**src/rtl/prog_loader_if.sv**
```systemverilog
// -----------------------------------------------------------------------------
// prog_loader_if
// Groups the host byte-stream handshake, the instruction-memory write port and
// the core control/status lines of the program loader.
//
//   in_valid, in_data[7:0]      host -> loader byte stream
//   in_ready                    loader -> host, byte accepted when both high
//   reload                      one-cycle restart request from DONE/ERR
//   imem_we, imem_addr[31:0],
//   imem_wdata[31:0]            instruction-memory write port
//   core_rst                    held high until a program is loaded
//   done, error                 load status
//
// master: the host/system side; slave: the loader.
// -----------------------------------------------------------------------------
interface prog_loader_if;
    logic        in_valid;
    logic [7:0]  in_data;
    logic        in_ready;
    logic        reload;
    logic        imem_we;
    logic [31:0] imem_addr;
    logic [31:0] imem_wdata;
    logic        core_rst;
    logic        done;
    logic        error;

    modport master (
        output in_valid, in_data, reload,
        input  in_ready, imem_we, imem_addr, imem_wdata, core_rst, done, error
    );

    modport slave (
        input  in_valid, in_data, reload,
        output in_ready, imem_we, imem_addr, imem_wdata, core_rst, done, error
    );
endinterface

```
**src/rtl/prog_loader.sv**
```systemverilog
// -----------------------------------------------------------------------------
// prog_loader
// Receives a program over a little-endian byte stream
//   [length N] [N instruction words] [checksum word]
// writes each instruction word to instruction memory starting at BASE_ADDR,
// and releases the core from reset once the checksum matches the 32-bit
// wrapping sum of the instruction words.
//
// Ports:
//   CLK   system clock, rising edge
//   rst   asynchronous active-high reset
//   bus   prog_loader_if.slave (byte stream, imem write port, status)
// -----------------------------------------------------------------------------
module prog_loader #(
    parameter int unsigned MAX_WORDS = 256,
    parameter logic [31:0] BASE_ADDR = 32'h0000_0000
) (
    input  logic         CLK,
    input  logic         rst,
    prog_loader_if.slave bus
);

    localparam int IDX_W = $clog2(MAX_WORDS + 1);

    typedef enum logic [2:0] {HDR, LOAD, CSUM, DONE, ERR} state_t;

    state_t             r_state;
    logic [1:0]         r_byte_cnt;
    logic [23:0]        r_buf;        // first three bytes of the word in flight
    logic [IDX_W-1:0]   r_len;
    logic [IDX_W-1:0]   r_word_idx;
    logic [31:0]        r_csum;
    logic               r_in_ready;
    logic               r_imem_we;
    logic [31:0]        r_imem_addr;
    logic [31:0]        r_imem_wdata;
    logic               r_core_rst;
    logic               r_done;
    logic               r_error;

    logic               w_xfer;
    logic               w_last_byte;
    logic [31:0]        w_word;

    assign w_xfer      = bus.in_valid && r_in_ready;
    assign w_last_byte = w_xfer && (r_byte_cnt == 2'd3);
    // The 4th byte is the most significant; it completes the word combinationally
    // so the decision for that word is taken on the very edge that accepts it.
    assign w_word      = {bus.in_data, r_buf};

    // NOTE: all state uses non-blocking assignments so every register samples
    // pre-edge values; the reset branch is asynchronous and covers every register.
    always_ff @(posedge CLK or posedge rst) begin
        if (rst) begin
            r_state      <= HDR;
            r_byte_cnt   <= 2'd0;
            r_buf        <= 24'd0;
            r_len        <= '0;
            r_word_idx   <= '0;
            r_csum       <= 32'd0;
            r_in_ready   <= 1'b1;
            r_imem_we    <= 1'b0;
            r_imem_addr  <= BASE_ADDR;
            r_imem_wdata <= 32'd0;
            r_core_rst   <= 1'b1;
            r_done       <= 1'b0;
            r_error      <= 1'b0;
        end else begin
            // Write strobe is a single-cycle pulse; address/data simply hold.
            r_imem_we <= 1'b0;

            if (w_xfer) begin
                r_byte_cnt <= r_byte_cnt + 2'd1;   // wraps 3 -> 0 on word completion
                case (r_byte_cnt)
                    2'd0:    r_buf[7:0]   <= bus.in_data;
                    2'd1:    r_buf[15:8]  <= bus.in_data;
                    2'd2:    r_buf[23:16] <= bus.in_data;
                    default: ;
                endcase
            end

            if (w_last_byte) begin
                case (r_state)
                    HDR: begin
                        if (w_word > 32'(MAX_WORDS)) begin
                            r_state    <= ERR;
                            r_in_ready <= 1'b0;
                            r_error    <= 1'b1;
                        end else if (w_word == 32'd0) begin
                            r_state <= CSUM;
                        end else begin
                            r_state    <= LOAD;
                            r_len      <= w_word[IDX_W-1:0];
                            r_word_idx <= '0;
                        end
                    end
                    LOAD: begin
                        r_imem_we    <= 1'b1;
                        r_imem_addr  <= BASE_ADDR + (32'(r_word_idx) << 2);
                        r_imem_wdata <= w_word;
                        r_csum       <= r_csum + w_word;
                        if (r_word_idx == r_len - IDX_W'(1)) begin
                            r_state <= CSUM;
                        end else begin
                            r_word_idx <= r_word_idx + IDX_W'(1);
                        end
                    end
                    CSUM: begin
                        r_in_ready <= 1'b0;
                        if (w_word == r_csum) begin
                            r_state    <= DONE;
                            r_done     <= 1'b1;
                            r_core_rst <= 1'b0;
                        end else begin
                            r_state <= ERR;
                            r_error <= 1'b1;
                        end
                    end
                    default: ;
                endcase
            end

            // Terminal states accept no bytes, so reload never races a transfer.
            if (bus.reload && (r_state == DONE || r_state == ERR)) begin
                r_state    <= HDR;
                r_byte_cnt <= 2'd0;
                r_word_idx <= '0;
                r_csum     <= 32'd0;
                r_in_ready <= 1'b1;
                r_core_rst <= 1'b1;
                r_done     <= 1'b0;
                r_error    <= 1'b0;
            end
        end
    end

    assign bus.in_ready   = r_in_ready;
    assign bus.imem_we    = r_imem_we;
    assign bus.imem_addr  = r_imem_addr;
    assign bus.imem_wdata = r_imem_wdata;
    assign bus.core_rst   = r_core_rst;
    assign bus.done       = r_done;
    assign bus.error      = r_error;

endmodule
```
**src/flat_wrapper.sv**
```systemverilog
// flat-port wrapper written by rule: the top's interface ports become plain ports
module prog_loader_flat 
#(
    parameter int unsigned MAX_WORDS = 256,
    parameter logic [31:0] BASE_ADDR = 32'h0000_0000
)
  (CLK, rst, bus_in_valid, bus_in_data, bus_reload, bus_in_ready, bus_imem_we, bus_imem_addr, bus_imem_wdata, bus_core_rst, bus_done, bus_error);
  prog_loader_if bus_i ();
  input  logic CLK;
  input  logic rst;
  input wire logic [$bits(bus_i.in_valid)-1:0] bus_in_valid;
  input wire logic [$bits(bus_i.in_data)-1:0] bus_in_data;
  input wire logic [$bits(bus_i.reload)-1:0] bus_reload;
  output wire logic [$bits(bus_i.in_ready)-1:0] bus_in_ready;
  output wire logic [$bits(bus_i.imem_we)-1:0] bus_imem_we;
  output wire logic [$bits(bus_i.imem_addr)-1:0] bus_imem_addr;
  output wire logic [$bits(bus_i.imem_wdata)-1:0] bus_imem_wdata;
  output wire logic [$bits(bus_i.core_rst)-1:0] bus_core_rst;
  output wire logic [$bits(bus_i.done)-1:0] bus_done;
  output wire logic [$bits(bus_i.error)-1:0] bus_error;
  assign bus_i.in_valid = bus_in_valid;
  assign bus_i.in_data = bus_in_data;
  assign bus_i.reload = bus_reload;
  assign bus_in_ready = bus_i.in_ready;
  assign bus_imem_we = bus_i.imem_we;
  assign bus_imem_addr = bus_i.imem_addr;
  assign bus_imem_wdata = bus_i.imem_wdata;
  assign bus_core_rst = bus_i.core_rst;
  assign bus_done = bus_i.done;
  assign bus_error = bus_i.error;
  prog_loader #(.MAX_WORDS(MAX_WORDS), .BASE_ADDR(BASE_ADDR)) u_core (.CLK(CLK), .rst(rst), .bus(bus_i));
endmodule
```
**config.mk**
```make
export PLATFORM = sky130hd
export DESIGN_NAME = prog_loader_flat
export DESIGN_NICKNAME = d
export VERILOG_FILES = /design/src/rtl/prog_loader_if.sv /design/src/rtl/prog_loader.sv /design/src/flat_wrapper.sv
export SDC_FILE = /design/constraint.sdc
export NUM_CORES = 1
export LEC_CHECK = 0
export CAP_MARGIN = 25
export CORE_MARGIN = 10
export CORE_UTILIZATION = 57
export DETAILED_ROUTE_END_ITERATION = 8
export PLACE_DENSITY = 0.83
export SLEW_MARGIN = 20
export SYNTH_ARGS = -nofsm -noshare
export SYNTH_HDL_FRONTEND = slang
export SYNTH_SLANG_ARGS = --single-unit
```
**constraint.sdc**
```tcl
create_clock -name CLK -period 5.9 [get_ports CLK]
set_input_delay 1.18 -clock CLK [delete_from_list [all_inputs] [get_ports CLK]]
set_output_delay 1.18 -clock CLK [all_outputs]
set_load 0.02 [all_outputs]
```
Word-level counts from Yosys, hierarchy flattened
Index checks and enable logic that the tools add are counted.
{"block": "classes", "n_reduce_logical": 26, "magnitude_cmp": 1, "muxes": 37, "n_eq_ne": 15, "bitwise": 2, "add_sub_neg": 4}
{"operator": "two-way mux 32 bit", "count": 3}
{"operator": "two-way mux 9 bit", "count": 5}
{"operator": "adder 32 bit", "count": 1}
{"operator": "equality test 32 bit", "count": 1}
{"operator": "> comparator 32 x 9 -> 1 bit, second input constant", "count": 1}
{"operator": "zero test 32 bit", "count": 1}
{"operator": "case mux 9 bit (2 select lines)", "count": 1}
{"operator": "two-way mux 1 bit", "count": 17}
{"operator": "two-way mux 3 bit", "count": 5}
{"operator": "inequality test 3 bit, second input constant", "count": 4}
{"operator": "AND reduction 2 bit", "count": 5}
{"operator": "nonzero test 2 bit", "count": 5}
{"operator": "adder 9 x 1 -> 9 bit, second input constant", "count": 1}
{"operator": "equality test 9 bit", "count": 1}
{"operator": "case mux 3 bit (3 select lines)", "count": 1}
{"operator": "AND reduction 3 bit", "count": 3}
{"operator": "subtractor 9 x 1 -> 9 bit, second input constant", "count": 1}
{"operator": "AND reduction 4 bit", "count": 2}
{"operator": "equality test 3 x 2 -> 1 bit, second input constant", "count": 2}
{"operator": "two-way mux 2 bit", "count": 3}
{"operator": "inequality test 3 x 1 -> 1 bit, second input constant", "count": 2}
{"operator": "nonzero test 3 bit", "count": 2}
{"operator": "AND reduction 5 bit", "count": 1}
{"operator": "equality test 2 bit, second input constant", "count": 2}
{"operator": "11 further kinds", "count": 15}
{"block": "word_totals", "input_bits": 12, "word_cells": 100, "out_inout_bits": 69, "regBits": 125}

Depth between registers and ports, before layout
Gate-level depths: netlist (run 1).
{"block": "depth", "word_depth": 6, "depth_mapped": 12}

Worst setup path after synthesis (run 1)
Ideal clock, no wire load.
{"block": "synth_timing", "path_kind": "input -> register", "start": "input bus_in_data[5]", "end": "register u_core.r_word_idx[5]", "slack_ps": 2922, "path_stages": 9, "t_required_ps": 5780, "arrival_time_ps": 2858, "setup_ps": 120, "path_cell_list": "nor4_1 > nand4_1 > nor2_2 > nand3b_2 > a211oi_4 > and4_4 > buf_6 > a31oi_1 > a41o_1"}
{"block": "synth_via", "elab_chain_cells": 3, "word_cells_on_any_way": 5, "classes_between": "1 x order compare; 2 x eq/ne; 2 x reduce/logical"}
{"element": "from (decl)", "line_no": "flat_wrapper.sv:12", "rtl": "input wire logic [$bits(bus_i.in_data)-1:0] bus_in_data;"}
{"element": "> comparator 32 x 9 -> 1 bit / zero test 32 bit (equally long branches)", "line_no": "prog_loader.sv:85, prog_loader.sv:89"}
{"element": "inequality test 3 bit (no source line)"}
{"element": "AND reduction 5 bit (no source line) (*)"}
{"element": "to (signal assigned)", "line_no": "prog_loader.sv:105", "rtl": "r_word_idx <= r_word_idx + IDX_W'(1);"}
{"element": "to (decl)", "line_no": "prog_loader.sv:31", "rtl": "logic [IDX_W-1:0] r_word_idx;"}
Every way passes the cells marked *; elsewhere a longest branch is shown, timed or not.
A chain may end at the register's enable or synchronous reset.

Final worst setup path (run 1)
{"block": "layout_timing", "start": "input bus_in_valid", "end": "register u_core.r_csum[31]"}
{"block": "layout_via", "elab_chain_cells": 4}
{"element": "from (decl)", "line_no": "flat_wrapper.sv:11", "rtl": "input wire logic [$bits(bus_i.in_valid)-1:0] bus_in_valid;"}
{"element": "logical AND 1 bit", "line_no": "prog_loader.sv:45", "rtl": "assign w_xfer = bus.in_valid && r_in_ready;"}
{"element": "logical AND 1 bit", "line_no": "prog_loader.sv:46", "rtl": "assign w_last_byte = w_xfer && (r_byte_cnt == 2'd3);"}
{"element": "nonzero test 2 bit (no source line)"}
{"element": "AND reduction 2 bit (no source line)"}
{"element": "to (signal assigned)", "line_no": "prog_loader.sv:101", "rtl": "r_csum <= r_csum + w_word;"}
{"element": "to (decl)", "line_no": "prog_loader.sv:32", "rtl": "logic [31:0] r_csum;"}
No other way between the ends.

==> qor.yml, run 1 <==
clocking:
  post_cts_resized: 0
  clock-sinks: 125
  path_clk_slew_ns: 0.06
  cts_tree: "yes"
  cts.htree.levels: 4
  cts_hold_buf: 0
  cts_made_buffers: 17
  clockRootBuffer: "clkbuf_16"
  post_cts_buffers: 0
  cts_max_path_buffers: 2
  clk_latency_ns: 0.43
synth:
  synth_area_mm2: 0.00733
  yosys.area_share.simple_pct: 20.5
  syn_inst: 804
  syn_area_per_cell_um2: 9.12
  synth_ff_type: "dfrtp_1"
  synth_top_family_by_area: "simple AND/OR/NAND/NOR gates"
  synth_cell_types: 74
  synth-edff-count: 0
  synthXorXnorAreaFrac_pct: 4.18
  synthMuxAreaShare_pct: 4.76
  async_flop_share_pct: 100
  yosysWarnings: 0
  synth_seq_area_share_pct: 42.7
  synthAdderAreaFrac_pct: 6.59
  synth_compound_area_share_pct: 15.1
  ys_ff_latch: 125
power_and_ir_drop:
  powerDensity_mw_per_mm2: 330
  pwr-share-clk_pct: 35.8
  netSwitchingFraction_pct: 34.9
  seq_power_share_pct: 41.2
  power.switching_uw: 974
  vdd_drop_max_v: 0.000260
  p_int_uw: 1820
  combPwrFrac_pct: 23.1
  leakagePower_uw: 0.00401
global_routing:
  grt_antenna_before_repair: 0
  track_usage_pct: 21.2
  grt_pass1_wl_mm: 30.5
  grt.overflow.total: 0
  grt_pass1_vias: 5860
  grt_max_degree: 63
layout:
  area_growth_pct: 15.5
  fin_nets: 900
  diodes: 0
  fillers: 1007
  final_util_pct: 67.1
  drive_above_1_share_pct: 10.9
sta:
  fin_skew_ns: 0.00977
  fmax_ghz: 0.287
  worst_slew_pin_slew_ns: 0.987
  max_slew_margin_pct: 34.1
  post-route-period-util_pct: 59.0
  tns_ns: 0
  final-setup-viol-count: 0
  hold_viol: 0
  period_minus_slack_ns: 3.48
  drv_slew: 0
  rsz0062_at_grt: "false"
route:
  drtIter0Drc: 566
  met3_length_mm: 1.08
  ant_nets: 0
  vias: 6015
  finalWirelength_mm: 18.6
  met1Wirelength_mm: 8.30
  wl_met2_mm: 8.78
  firstDrtPassIters: 5
  via_per_inst: 5.81
  route.detailed.drc: 0
  wl_per_cell_um: 18.0
  top_layer_used: "met4"
floorplanning:
  rows: 41
  start_util_pct: 58.1
  die_w_um: 133
  die_h_um: 133
  ios: 81
  die_area_mm2: 0.0178
  core_area_mm2: 0.0126
outcome:
  status: "finished, final reports clean"
flow_run:
  maxCapViolCount: 0
worst_setup_path:
  endpoint_kind: "flop"
  path_max_fanout: 26
  path_class: "in -> reg"
  crit_required_ns: 6.24
  start_kind: "primary input"
  cp.arrival_ns: 3.82
place:
  globalplace.congestion: 0.950
  portBuffers: 57
  dp_hpwl_mm: 12.9
worst_hold_path:
  hold_path.class: "reg -> reg"
-- Yosys cell counts, drive strengths merged, types with 10 or more instances --
library cell / number / area (um^2)
ha: 37 / 463
mux2: 31 / 349
xnor2: 16 / 140
inv: 24 / 90.1
nand2: 181 / 679
a21oi: 24 / 120
clkbuf: 25 / 104
nor4: 18 / 125
o21ai: 58 / 290
buf: 34 / 251
a21o: 11 / 82.6
and3: 10 / 62.6
nand3: 32 / 175
nor2: 41 / 156
nor3: 11 / 60.1
dfrtp: 123 / 3080
o21a: 10 / 75.1
xor2: 19 / 166
-- registers in the layout, indices dropped and copies added, names as in the netlist --
signal,count
u_core.bus.imem_addr,9
u_core.bus.error,1
u_core.r_buf,24
u_core.r_csum,32
u_core.bus.done,1
u_core.bus.imem_wdata,32
u_core.r_byte_cnt,2
u_core.bus.in_ready,1
u_core.r_word_idx,9
u_core.bus.core_rst,1
u_core.r_len,9
u_core.r_state,3
u_core.bus.imem_we,1
-- final cells by class --
| class | instances | area [um^2] | area share, % |
|---|---|---|---|
| multi-input combinational | 617 | 3830 | 45.3 |
| inverter | 25 | 96.3 | 1.14 |
| clock buffer | 18 | 429 | 5.07 |
| clock inverter | 14 | 136 | 1.61 |
| sequential | 125 | 3130 | 37.0 |
| tap | 172 | 215 | 2.54 |
| timing repair buffer | 64 | 623 | 7.36 |
-- critical path: stages --
cell and delay (ns):
clkdlybuf4s50_1 0.50, nand3_1 0.24, or2_2 0.55, and2_0 0.86, o21ai_0 0.21, o31ai_1 0.26
-- layer usage --
| metal | vias up | GRT usage (%) |
|---|---|---|
| met5 | - | 0 |
| met4 | 0 | 7.56 |
| met3 | 45 | 5.86 |
| met2 | 195 | 33.7 |
| met1 | 2905 | 26.9 |
| li1 | 2870 | - |
-- through the flow --
step | worst slack (ns) | std cells | total power [uW] | hold WS, ns | area, um^2
after floorplan | 1.40 | 826 | 1580 | 0.454 | 7410
after global routing | 2.20 | 1035 | 2920 | 0.503 | 8460
after CTS | 2.41 | 1035 | 2790 | 0.480 | 8460
after detailed placement | 2.00 | 1003 | 1790 | 0.462 | 7900
final | 2.42 | 1035 | 2790 | 0.474 | 8460
after global placement | 2.09 | 1003 | 1780 | 0.457 | 7900
-- worst paths after layout --
kind                                      startpoint                        end  slack [ns]  depth (start not counted)
hold / removal             u_core.bus.imem_wdata[10]  u_core.bus.imem_wdata[10]        0.47                          2
setup reg to reg                     u_core.r_buf[0]          u_core.r_csum[24]        2.79                         12
setup / recovery                        bus_in_valid          u_core.r_csum[31]        2.42                          6
min in group asynchronous                        rst   u_core.bus.imem_wdata[8]        1.24                          2
max in group asynchronous                        rst  u_core.bus.imem_wdata[21]        3.74                          3
hold reg to reg            u_core.bus.imem_wdata[10]  u_core.bus.imem_wdata[10]        0.47                          2
-- placed cells by master, fill, tap and decap left out, drive strengths merged, types with 3 or more instances in the layout --
| cell type | synthesis | final |
|---|---|---|
| nand2 | 181 | 181 |
| dfrtp | 123 | 123 |
| o21ai | 58 | 58 |
| clkdlybuf4s50 | 0 | 57 |
| nor2 | 41 | 41 |
| ha | 37 | 37 |
| nand3 | 32 | 32 |
| mux2 | 31 | 31 |
| inv | 24 | 29 |
| a21oi | 24 | 24 |
| conb | 1 | 23 |
| xor2 | 19 | 19 |
| clkbuf | 25 | 18 |
| nor4 | 18 | 18 |
| xnor2 | 16 | 16 |
| a21o | 11 | 11 |
| nor3 | 11 | 11 |
| and3 | 10 | 10 |
| o21a | 10 | 10 |
| nand4 | 9 | 9 |
| o211ai | 9 | 9 |
| a31oi | 7 | 7 |
| buf | 34 | 7 |
| a211oi | 7 | 7 |
| clkinv | 1 | 7 |
| nor2b | 5 | 5 |
| and2 | 5 | 5 |
| a211o | 4 | 4 |
| o31ai | 4 | 4 |
| or3 | 4 | 4 |
| o21bai | 3 | 3 |
| a22o | 3 | 3 |
| a32o | 3 | 3 |
| a21boi | 3 | 3 |
-- kinds of logic (layout without fill, tap and decap cells) --
logic type | Yosys count | in the layout
and+or+nand+nor | 327 | 327
AOI/OAI and AO/OA | 163 | 163
DFF | 125 | 125
buffers and inverters | 84 | 121
adders and majority gates | 38 | 38
xor gates and xnor gates | 35 | 35
muxes | 31 | 31
other | 1 | 23
-- power by group through the flow --
stage | clock [uW] | sequential [uW] | combinational (uW)
after global routing | 1050 | 1160 | 713
after CTS | 1010 | 1140 | 639
after detailed placement | 0 | 1160 | 631
after global placement | 0 | 1160 | 617
final | 998 | 1150 | 644
after floorplan | 0 | 1060 | 522
Note: power is estimated with default switching activity, not from simulation.
==> run 2, diff against run 1 <==
- clock period: 5.9 -> 3.6 ns (I/O delays scaled with it)
==> qor.yml, run 2 (synthesized netlist as in run 1, its figures left out) <==
outcome:
  status: "finished, final reports clean"
clocking:
  clock-sinks: 125
  cts_max_path_buffers: 2
  path_clk_slew_ns: 0.06
  clk_latency_ns: 0.43
  post_cts_resized: 0
  cts.htree.levels: 4
  post_cts_buffers: 0
  cts_hold_buf: 0
  clockRootBuffer: "clkbuf_16"
  cts_tree: "yes"
  cts_made_buffers: 17
route:
  wl_per_cell_um: 17.9
  route.detailed.drc: 0
  ant_nets: 0
  finalWirelength_mm: 18.7
  vias: 6128
  drtIter0Drc: 676
  firstDrtPassIters: 5
  via_per_inst: 5.85
global_routing:
  grt.overflow.total: 0
  grt_max_degree: 61
  grt_antenna_before_repair: 0
  grt_pass1_vias: 6146
  grt_pass1_wl_mm: 31.5
  track_usage_pct: 21.6
sta:
  rsz0062_at_grt: "false"
  drv_slew: 0
  hold_viol: 0
  final-setup-viol-count: 0
  fmax_ghz: 0.321
  max_slew_margin_pct: 47.7
  fin_skew_ns: 0.00857
  worst_slew_pin_slew_ns: 0.782
  tns_ns: 0
  post-route-period-util_pct: 86.6
  period_minus_slack_ns: 3.12
place:
  globalplace.congestion: 0.970
  dp_hpwl_mm: 13.7
  portBuffers: 57
layout:
  area_growth_pct: 17.4
  diodes: 0
  final_common_cell: "nand2_1"
  fin_nets: 912
  final_util_pct: 68.2
  layout_common_cells: "nand2_1 (181), dfrtp_1 (123), clkdlybuf4s50_1 (57)"
  drive_above_1_share_pct: 12.1
floorplanning:
  ios: 81
  die_h_um: 133
  die_w_um: 133
  die_area_mm2: 0.0178
  rows: 41
  start_util_pct: 58.1
  core_area_mm2: 0.0126
power_and_ir_drop:
  netSwitchingFraction_pct: 33.9
  combPwrFrac_pct: 23.6
  seq_power_share_pct: 39.5
  vdd_drop_max_v: 0.000383
  power.switching_uw: 1610
  p_int_uw: 3130
  leakagePower_uw: 0.00409
  pwr-share-clk_pct: 36.9
  powerDensity_mw_per_mm2: 551
worst_setup_path:
  critPathMaxStageDelay_ns: 0.41
  cp_slowest_cell: "dfrtp_1"
  start_kind: "flop"
  path_class: "reg -> reg"
  crit_required_ns: 3.91
  endpoint_kind: "flop"
  crit_family: "compound AO/OA/AOI/OAI gates"
  cp.arrival_ns: 3.43
  reg2reg_slack_ns: 0.48
  crit_chain: "ha_1 > inv_1 > fa_1 > nor2b_1 > o31a_1 > o211ai_1 > a2111oi_2 > nor2_1 > o2111ai_2 > nand3_1 > a32o_1"
  path_max_fanout: 5
  critical_path_buf_inv_count: 1
flow_run:
  maxCapViolCount: 0
worst_hold_path:
  hold_path.class: "reg -> reg"
run 2: changes by cell type in the layout (fill, tap and decap cells not counted):
cell        previous run  this run
buf_4                  7        17
bufinv_16              1         3
clkinv_2               2         4
inv_6                  4         2
buf_12                 0         1
buf_6                  0         1
clkinv_4               4         3
clkinvlp_4             2         3
inv_4                  1         0
inv_8                  1         0
run 2: final cells by class:
| type | count | area [um^2] |
|---|---|---|
| clock buffer | 18 | 429 |
| clock inverter | 14 | 169 |
| fill | 1003 | 4020 |
| inverter | 25 | 97.6 |
| multi-input combinational | 617 | 3830 |
| sequential | 125 | 3130 |
| tap | 172 | 215 |
| timing repair buffer | 76 | 729 |
run 2: tightest hold or removal path, stage by stage, from the launching register on:
cell and delay (ns):
dfrtp_1 0.34, nand2_1 0.05, nand2_1 0.06
run 2: layer usage:
metal	GRT usage [%]	wire, um	vias up
met5	0	0	-
met4	7.80	507	0
met3	6.02	1240	37
met2	35.2	8970	209
met1	26.8	8000	2996
li1	-	-	2886
run 2: worst paths after layout:
kind / startpoint / end / cells past startpoint
max: u_core.r_buf[0] / u_core.r_csum[28] / 11
min: u_core.bus.imem_wdata[18] / u_core.bus.imem_wdata[18] / 2
max reg2reg: u_core.r_buf[0] / u_core.r_csum[28] / 11
min reg2reg: u_core.bus.imem_wdata[18] / u_core.bus.imem_wdata[18] / 2
max in group asynchronous: rst / u_core.bus.in_ready / 3
min in group asynchronous: rst / u_core.r_csum[6] / 2
run 2: stage by stage:
step / worst slack (ns) / cells / cell area, um^2 / hold slack (ns) / total power, uW
after global placement: 0.434 / 1014 / 8000 / 0.459 / 2940
after CTS: 0.508 / 1046 / 8590 / 0.477 / 4730
after floorplan: 0.911 / 826 / 7420 / 0.454 / 2590
after global routing: 0.261 / 1047 / 8600 / 0.498 / 4940
after detailed placement: 0.378 / 1014 / 8000 / 0.462 / 2970
final: 0.481 / 1047 / 8600 / 0.474 / 4740
run 2: power by group through the flow:
stage	combinational (uW)	clock (uW)	sequential, uW
final	1120	1750	1870
after global placement	1060	0	1880
after detailed placement	1090	0	1880
after CTS	1100	1770	1860
after floorplan	855	0	1740
after global routing	1240	1820	1880
